===== src/rtl/layer_result_collector.sv =====
// layer_result_collector
//   Captures finished neuron values from the MAC core into a first-word-fall-through
//   FIFO, tags each one with its neuron index, and drains them to the host over a
//   valid/ready stream. Tracks progress against the layer length and pulses
//   layer_done when the layer has fully drained.
// Ports
//   clk, reset       clock; asynchronous active-low reset
//   layer_start      begin a layer (pulse), latches layer_len
//   layer_len        neurons in the layer
//   cap_valid/data   capture strobe and MAC output value
//   m_valid/ready    host stream handshake
//   m_data/index     head value and its neuron index
//   m_last           head is the final neuron of the layer
//   level            FIFO occupancy 0..DEPTH
//   busy             collector is not idle
//   layer_done       pulse: layer fully drained
//   overflow         sticky: a capture was dropped
module layer_result_collector #(
   parameter int unsigned DATA_W = 8,
   parameter int unsigned IDX_W  = 8,
   parameter int unsigned DEPTH  = 16
) (
   input  logic                     clk,
   input  logic                     reset,
   input  logic                     layer_start,
   input  logic [IDX_W-1:0]         layer_len,
   input  logic                     cap_valid,
   input  logic [DATA_W-1:0]        cap_data,
   output logic                     m_valid,
   input  logic                     m_ready,
   output logic [DATA_W-1:0]        m_data,
   output logic [IDX_W-1:0]         m_index,
   output logic                     m_last,
   output logic [$clog2(DEPTH):0]   level,
   output logic                     busy,
   output logic                     layer_done,
   output logic                     overflow
);

   localparam int unsigned PTR_W = $clog2(DEPTH);
   localparam int unsigned LVL_W = PTR_W + 1;

   typedef struct packed {
      logic [DATA_W-1:0] data;
      logic [IDX_W-1:0]  idx;
      logic              last;
   } entry_t;

   typedef enum logic [1:0] {
      S_IDLE    = 2'd0,
      S_COLLECT = 2'd1,
      S_DRAIN   = 2'd2
   } state_t;

   state_t             state_q, state_d;
   logic [IDX_W-1:0]   len_q, len_d;
   logic [IDX_W-1:0]   idx_q, idx_d;
   logic [LVL_W-1:0]   wr_ptr_q, wr_ptr_d;
   logic [LVL_W-1:0]   rd_ptr_q, rd_ptr_d;
   logic [LVL_W-1:0]   level_d;
   logic               overflow_d;
   logic               done_d;
   logic               push;
   logic               pop;
   logic               full;
   logic               cap_collect;
   logic               is_last;
   entry_t             mem_q [DEPTH];
   entry_t             head;
   entry_t             wr_entry;

   // FIFO head is presented straight from storage (fall-through)
   assign head    = mem_q[rd_ptr_q[PTR_W-1:0]];
   assign m_data  = head.data;
   assign m_index = head.idx;
   assign m_last  = head.last;

   assign pop         = m_valid && m_ready;
   assign full        = (level == LVL_W'(DEPTH));
   assign cap_collect = (state_q == S_COLLECT) && cap_valid;
   // A full FIFO still takes a push when the head leaves in the same cycle
   assign push        = cap_collect && (!full || pop);
   assign is_last     = (idx_q == IDX_W'(len_q - IDX_W'(1)));
   assign wr_entry    = '{data: cap_data, idx: idx_q, last: is_last};

   // Next-state, counters and flags
   always_comb begin
      state_d    = state_q;
      len_d      = len_q;
      idx_d      = idx_q;
      overflow_d = overflow;
      done_d     = 1'b0;
      wr_ptr_d   = wr_ptr_q;
      rd_ptr_d   = rd_ptr_q;

      case (state_q)
         S_IDLE: begin
            if (layer_start && (layer_len != '0)) begin
               len_d      = layer_len;
               idx_d      = '0;
               overflow_d = 1'b0;
               state_d    = S_COLLECT;
            end
         end
         S_COLLECT: begin
            // Index advances even on a dropped capture to keep slots aligned
            if (cap_valid) begin
               idx_d = idx_q + IDX_W'(1);
               if (is_last) begin
                  state_d = S_DRAIN;
               end
            end
         end
         S_DRAIN: begin
            if ((level == '0) || (pop && (level == LVL_W'(1)))) begin
               state_d = S_IDLE;
               done_d  = 1'b1;
            end
         end
         default: state_d = S_IDLE;
      endcase

      if (cap_valid && (state_q != S_COLLECT)) begin
         overflow_d = 1'b1;
      end
      if (cap_collect && !push) begin
         overflow_d = 1'b1;
      end

      if (push) begin
         wr_ptr_d = wr_ptr_q + LVL_W'(1);
      end
      if (pop) begin
         rd_ptr_d = rd_ptr_q + LVL_W'(1);
      end
      level_d = LVL_W'(wr_ptr_d - rd_ptr_d);
   end

   // State and registered outputs
   always_ff @(posedge clk or negedge reset) begin
      if (!reset) begin
         state_q    <= S_IDLE;
         len_q      <= '0;
         idx_q      <= '0;
         wr_ptr_q   <= '0;
         rd_ptr_q   <= '0;
         level      <= '0;
         m_valid    <= 1'b0;
         busy       <= 1'b0;
         layer_done <= 1'b0;
         overflow   <= 1'b0;
      end else begin
         state_q    <= state_d;
         len_q      <= len_d;
         idx_q      <= idx_d;
         wr_ptr_q   <= wr_ptr_d;
         rd_ptr_q   <= rd_ptr_d;
         level      <= level_d;
         m_valid    <= (level_d != '0);
         busy       <= (state_d != S_IDLE);
         layer_done <= done_d;
         overflow   <= overflow_d;
      end
   end

   // FIFO storage, cleared on reset so the idle head reads as zero
   always_ff @(posedge clk or negedge reset) begin
      if (!reset) begin
         for (int i = 0; i < int'(DEPTH); i++) begin
            mem_q[i] <= '0;
         end
      end else if (push) begin
         mem_q[wr_ptr_q[PTR_W-1:0]] <= wr_entry;
      end
   end

endmodule

===== config.mk =====
export PLATFORM = sky130hd
export DESIGN_NAME = layer_result_collector
export DESIGN_NICKNAME = d
export VERILOG_FILES = /design/src/rtl/layer_result_collector.sv
export SDC_FILE = /design/constraint.sdc
export NUM_CORES = 1
export LEC_CHECK = 0
export ABC_AREA = 1
export CAP_MARGIN = 20
export CORE_MARGIN = 3
export CORE_UTILIZATION = 62
export DETAILED_ROUTE_END_ITERATION = 7
export HOLD_SLACK_MARGIN = 0.1
export PLACE_DENSITY = 0.8
export SYNTH_ARGS = -nofsm -noshare
export SYNTH_HDL_FRONTEND = slang
export SYNTH_SLANG_ARGS = --single-unit
export TNS_END_PERCENT = 30

===== constraint.sdc =====
create_clock -name clk -period 3.6 [get_ports clk]
set_clock_uncertainty 0.15 [all_clocks]
set_input_delay 0.9 -clock clk [delete_from_list [all_inputs] [get_ports clk]]
set_output_delay 0.9 -clock clk [all_outputs]
set_load 0.005 [all_outputs]

==> results of run 1 <==
## worst register-to-register path, stage by stage, from the launching register on
cell     delay (ns)
dfrtp_1        0.43
nor2_4         0.28
nand2_2        0.11
inv_2          0.11
nand2_4        0.10
nor2_4         0.16
xor2_1         0.19
inv_1          0.09
ha_1           0.36
a21oi_1        0.16
nand2_1        0.08
xor2_1         0.17
nor4_1         0.24
nand3_1        0.14
## flip-flops by register name, summed over array words and instances, names as in the netlist
register	flops
idx_q	8
busy	1
mem_q	272
rd_ptr_q	5
m_valid	1
len_q	8
wr_ptr_q	5
state_q	2
layer_done	1
overflow	1
level	5
## power by group through the flow
stage	sequential [µW]	clock [µW]	combinational, µW
floorplan	5500	0	4550
global placement	5730	0	6210
detailed placement	5800	0	6430
CTS	5760	3190	6700
global route	5940	3330	7550
finish	5780	3170	6840
## worst max path at each step
stage | from | to | cells after the start
global route | rd_ptr_q[0] | m_index[7] | 8
global placement | cap_valid | m_valid | 13
finish | rd_ptr_q[0] | m_index[7] | 6
floorplan | m_ready | m_valid | 15
CTS | rd_ptr_q[0] | m_data[2] | 8
detailed placement | cap_valid | m_valid | 15
## cells in the mapped netlist (10+ instances only)
library cell / number / area (µm²)
dfrtp_1: 309 / 7730
xor2_1: 11 / 96.3
nor2_1: 18 / 67.6
mux2i_1: 68 / 681
nand2_1: 358 / 1340
a21oi_1: 72 / 360
buf_2: 20 / 100
o21ai_1: 273 / 1370
nand3_1: 41 / 205
o211ai_1: 68 / 510
ha_1: 11 / 138
inv_1: 124 / 465
o21ai_0: 103 / 515
inv_2: 10 / 37.5
clkbuf_1: 85 / 319
## per-layer routing
layer,track usage (%),vias to the layer above,part of all wire (%)
li1,-,5528,-
met1,40.9,5858,40
met2,50.9,541,48
met3,4.66,125,8.5
met4,10.3,0,3.9
met5,0,-,0
## through the flow
stage	instance area [µm²]	hold slack, ns	total power (µW)	TNS (ns)
floorplan	14500	0.295	10000	0
global placement	15300	0.312	11900	0
detailed placement	15300	0.317	12200	0
CTS	16500	0.196	15600	-0.202
global route	16500	0.226	16800	-0.544
finish	16500	0.189	15800	-0.154
## what timing repair did
item / CTS / global route
pin swaps: 4 / 5
hold buffers: 0 / 0
gates resized for setup: 15 / 12
endpoints found under the setup margin: 17 / 9
setup buffers: 4 / 2
hold endpoints to repair: 0 / 0
gates cloned: 3 / 1
## kinds of logic after synthesis
kind of cell | Yosys count
AO/OA/AOI/OAI | 519
AND/OR/NAND/NOR | 455
flip-flops | 309
buffers and inverters | 256
multiplexers | 68
XOR/XNOR | 14
adder cells (fa/ha/maj) | 12
## cell type report
class	instances	area [µm²]
inverter	136	515
sequential	309	7740
multi-input combinational	1068	5740
tap	313	392
clock buffer	44	875
fill	1664	6320
timing repair buffer	101	1150
clock inverter	12	116
==> flow_summary_export.csv, run 1 <==
group,metric,value,unit
logic_synthesis,ys_types,39,
clock_network,numCtsBuffers,31,
placed_design,quantity_of_i_o_buffers_inserted_on_ports,46,
status,run_status,"finished, violations left",
floorplan,floorplan.core_area,22800,µm²
worst_setup_path,criticalPathCategory,"reg2out",
worst_setup_path,timing.critical_path.slowest_cell_delay,0.58,ns
placed_design,dpl_worst_slack,0.111,ns
pwr,peakVddDrop,0.000486,V
finish,leading_cell_types_in_the_layout_fill_and_taps_excluded,"nand2_1, dfrtp_1, o21ai_1, inv_1, o21ai_0",
pwr,net-switching-power,6320,µW
grt,grt_pass1_wl,62800,µm
worst_setup_path,critical_path.top_delay_family,"buffers and inverters",
logic_synthesis,synth_xor_xnor_area_share,0.844,%
routing,remaining_drc_errors,0,
logic_synthesis,synth.area.mux_share,4.69,%
worst_hold_path,hold_path_class,"in2async",
sta,worstMarginPinSlew,0.672,ns
routing,drt_wl_total,38500,µm
sta,fin_crit_sh,102,%
floorplan,floorplan.initialDensity,63.6,%
finish,layout.core_utilization,72.3,%
sta,max-slew-margin-rel,55.1,%
sta,fin_ws,-0.0584,ns
grt,global_route.overflow_total,0,
logic_synthesis,synthesis_stage_register_bit_count,309,
worst_setup_path,crit-reg2reg-launch,"state_q[1]",
worst_setup_path,worst_r2r_path_depth,13,
clock_network,root_buffer,"clkbuf_16",
floorplan,rows,55,
floorplan,io-pin-count,47,
clock_network,tritoncts,"built",
sta,timing.final.setup_violations,4,
clock_network,clock_latency,0.55,ns
pwr,share_clk_of_total_power,20.1,%
routing,vias_per_cell,6.08,
clock_network,ctsLongestPathBuffers,3,
logic_synthesis,post_synth.cell_area_avg,8.90,µm²
finish,antenna_cells_inserted,0,
logic_synthesis,register_area_share_after_synthesis,53.2,%
routing,first_iter_violations,1145,
placed_design,globalplace.congestion,0.843,
finish,share_of_post_route_cells_with_drive_strength_above_1,8.80,%
sta,min_tclk_post_route,3.66,ns
worst_setup_path,worst-path-buf-inv,2,
routing,route.antenna.remaining_nets,0,
clock_network,numClockSinks,309,
grt,grt_use_total,30.3,%
routing,length_of_the_first_detailed_routing_pass_in_iterations,6,
finish,post_layout_nonfiller_instances,1983,
routing,post_drt_wl_per_cell,19.4,µm
floorplan,fp.dieArea,25300,µm²
worst_setup_path,cp_max_fo,8,
sta,final_max_tran_viols,0,
grt,grt_antenna_before_repair,0,
grt,first_global_vias,12000,
worst_setup_path,cp-start-kind,"flop",
pwr,power_per_cell_area,955,nW/µm²
worst_setup_path,cp_max_stage_cell,"dfrtp_4",
logic_synthesis,yosys_warnings,0,
pwr,cellLeakagePower,0.00766,µW
logic_synthesis,synth-simple-area-share,13.7,%
pwr,power.share.combinational,43.3,%
clock_network,htree_num_levels,1,
worst_setup_path,worst_setup_ep_type,"output pin",
floorplan,floorplan.die.height,159,µm
worst_setup_path,regToRegSetupSlack,0.69,ns
pwr,cell_internal_power,9480,µW
status,failed_checks,"setup timing",
pwr,power_frac_seq,36.6,%
logic_synthesis,mappedNetlistNets,1666,
worst_setup_path,arrival,2.61,ns
job,number_of_max_cap_violations,0,
logic_synthesis,synth-compound-area-share,19.1,%
placed_design,numPlacedInstances,1917,
logic_synthesis,synth_enable_flop_cells,0,
clock_network,cts.clk_slew.worst_paths,0.06,ns
finish,nets,1680,
logic_synthesis,combined_area_of_all_synthesized_cells,14500,µm²
logic_synthesis,synth_top_family_by_area,"compound AO/OA/AOI/OAI gates",
finish,final_common_cell,"nand2_1",
sta,rsz0062_at_grt,"true",
routing,num_vias,12100,
logic_synthesis,postSynthCellCount,1633,
worst_setup_path,required,2.55,ns
logic_synthesis,synth_async_sr_flop_share,100,%
worst_setup_path,crit_chain,"bufbuf_16 > mux2i_1 > o21ai_0 > o211ai_1 > nand2_1 > clkdlybuf4s50_1",
floorplan,die-width,159,µm
grt,largest_net_degree_at_the_start_of_global_routing,81,
placed_design,detailed_place_hpwl,22300,µm
finish,area_added_between_synthesis_and_finish,13.8,%
sta,finalHoldViolations,0,
pwr,switching_share,40.0,%
sta,fmax,0.273,GHz
worst_setup_path,critical_path.reg2reg.endpoint,"m_valid",
logic_synthesis,yosys.area_share.adder,1.09,%
logic_synthesis,synth_ff_type,"dfrtp_1",
No activity file was read; power rests on OpenSTA's default activity.
==> inputs of run 2 (changes only) <==
--- a/config.mk
+++ b/config.mk
@@ -8,10 +8,10 @@
 export ABC_AREA = 1
 export CAP_MARGIN = 20
 export CORE_MARGIN = 3
-export CORE_UTILIZATION = 62
+export CORE_UTILIZATION = 50
 export DETAILED_ROUTE_END_ITERATION = 7
 export HOLD_SLACK_MARGIN = 0.1
-export PLACE_DENSITY = 0.8
+export PLACE_DENSITY = 0.67
 export SYNTH_ARGS = -nofsm -noshare
 export SYNTH_HDL_FRONTEND = slang
 export SYNTH_SLANG_ARGS = --single-unit
==> flow_summary_export.csv, run 2 (synthesis results as in run 1) <==
group,metric,value,unit
status,run_status,"completed",
floorplan,floorplan.initialDensity,51.4,%
grt,grt_pass1_wl,60300,µm
finish,largest_registers,"mem_q: 272 flops, idx_q: 8 flops, len_q: 8 flops",
floorplan,rows,61,
finish,nets,1678,
worst_setup_path,worst_setup_ep_type,"output pin",
routing,remaining_drc_errors,0,
pwr,power_per_cell_area,940,nW/µm²
floorplan,io-pin-count,47,
routing,first_iter_violations,1063,
sta,fmax,0.280,GHz
routing,post_drt_wl_per_cell,18.2,µm
clock_network,numCtsBuffers,35,
finish,multi_input_combinational_cell_area,5720,µm²
worst_setup_path,critical_path.top_delay_family,"buffers and inverters",
sta,min_tclk_post_route,3.57,ns
worst_setup_path,crit_chain,"buf_12 > a21oi_1 > o21ai_0 > o211ai_1 > nand3_1 > nand2_1 > clkdlybuf4s50_1",
routing,vias_per_cell,5.55,
finish,area_added_between_synthesis_and_finish,13.7,%
worst_setup_path,cp_max_fo,60,
finish,num-fill-cells,2524,
sta,fin_ws,0.0318,ns
worst_setup_path,timing.critical_path.slowest_cell_delay,0.59,ns
floorplan,floorplan.core_area,28200,µm²
floorplan,die-width,176,µm
worst_setup_path,cp-start-kind,"flop",
finish,layout.core_utilization,58.5,%
placed_design,globalplace.congestion,0.795,
placed_design,dpl_worst_slack,0.117,ns
worst_setup_path,cp_max_stage_cell,"dfrtp_4",
clock_network,numClockSinks,309,
worst_hold_path,hold_path_class,"in2async",
sta,finalHoldViolations,0,
floorplan,floorplan.die.height,176,µm
routing,num_vias,11400,
finish,leading_cell_types_in_the_layout_fill_and_taps_excluded,"nand2_1, dfrtp_1, o21ai_1, inv_1, o21ai_0",
grt,first_global_vias,10800,
clock_network,cts.clk_slew.worst_paths,0.06,ns
sta,worstMarginPinSlew,0.837,ns
pwr,peakVddDrop,0.000412,V
sta,rsz0062_at_grt,"true",
routing,drt_wl_total,37100,µm
sta,final_max_tran_viols,0,
sta,timing.final.setup_violations,0,
finish,post_layout_nonfiller_instances,2044,
placed_design,quantity_of_i_o_buffers_inserted_on_ports,46,
finish,max_ffs_per_register,272,
sta,holdWs,0.283,ns
clock_network,tritoncts,"built",
finish,final_common_cell,"nand2_1",
placed_design,detailed_place_hpwl,21900,µm
clock_network,htree_num_levels,2,
worst_setup_path,worst-path-buf-inv,2,
clock_network,ctsLongestPathBuffers,3,
finish,antenna_cells_inserted,0,
grt,largest_net_degree_at_the_start_of_global_routing,103,
worst_setup_path,required,2.55,ns
finish,max_flop_register,"mem_q",
sta,max-slew-margin-rel,44.2,%
placed_design,numPlacedInstances,1982,
finish,ff_latch_area,7740,µm²
routing,length_of_the_first_detailed_routing_pass_in_iterations,5,
job,number_of_max_cap_violations,0,
pwr,cellLeakagePower,0.00757,µW
clock_network,clock_latency,0.50,ns
grt,grt_use_total,24.4,%
floorplan,fp.dieArea,31100,µm²
sta,fin_crit_sh,99.1,%
grt,global_route.overflow_total,0,
finish,share_of_post_route_cells_with_drive_strength_above_1,7.92,%
worst_setup_path,criticalPathCategory,"reg2out",
clock_network,root_buffer,"clkbuf_16",
worst_setup_path,arrival,2.52,ns
routing,route.antenna.remaining_nets,0,
grt,grt_antenna_before_repair,0,
==> run 2: layout make-up <==
class	instances	area share, %
flip-flops and latches	309	46.8
clock inverters	6	0.356
repair buffers	95	6.24
inverters	136	3.12
clock buffers	52	5.93
multi-input cells	1068	34.6
well taps	378	2.86
==> run 2: power breakdown <==
group | switching, µW | internal, µW | leakage (µW)
Sequential | 892 | 4880 | 0.00404
Combinational | 3790 | 2660 | 0.00302
Clock | 1370 | 1950 | 0.000510
==> run 2: layer usage <==
| metal | track usage (%) | vias up | wire (µm) |
|---|---|---|---|
| met5 | 0 | - | 0 |
| met1 | 35.5 | 5516 | 17200 |
| met3 | 3.20 | 50 | 1810 |
| met4 | 5.34 | 0 | 634 |
| met2 | 39.4 | 273 | 17500 |
| li1 | - | 5515 | - |
==> run 2: path summary, 6_finish.rpt <==
check | start | end | slack (ns) | cells after the start
max in group asynchronous | reset | mem_q[75] | 2.16 | 2
worst min-delay path | reset | mem_q[73] | 0.28 | 1
worst max-delay path | rd_ptr_q[0] | m_data[6] | 0.03 | 7
worst min register to register | rd_ptr_q[4] | rd_ptr_q[4] | 0.33 | 1
worst max register to register | rd_ptr_q[0] | m_valid | 0.75 | 9
min in group clk | rd_ptr_q[4] | rd_ptr_q[4] | 0.33 | 1
==> run 2: repair_timing <==
action | in CTS | in global routing
resized for setup | 0 | 3
setup buffers | 4 | 0
hold buffers | 0 | 0
endpoints found under the setup margin | 16 | 15
==> run 2: per-stage QoR <==
stage,instance area (µm²),TNS [ns],total power (µW)
floorplan,14500,0,10000
global placement,15400,0,12000
detailed placement,15400,0,12200
CTS,16500,0,15600
global route,16500,-0.605,16800
finish,16500,0,15500
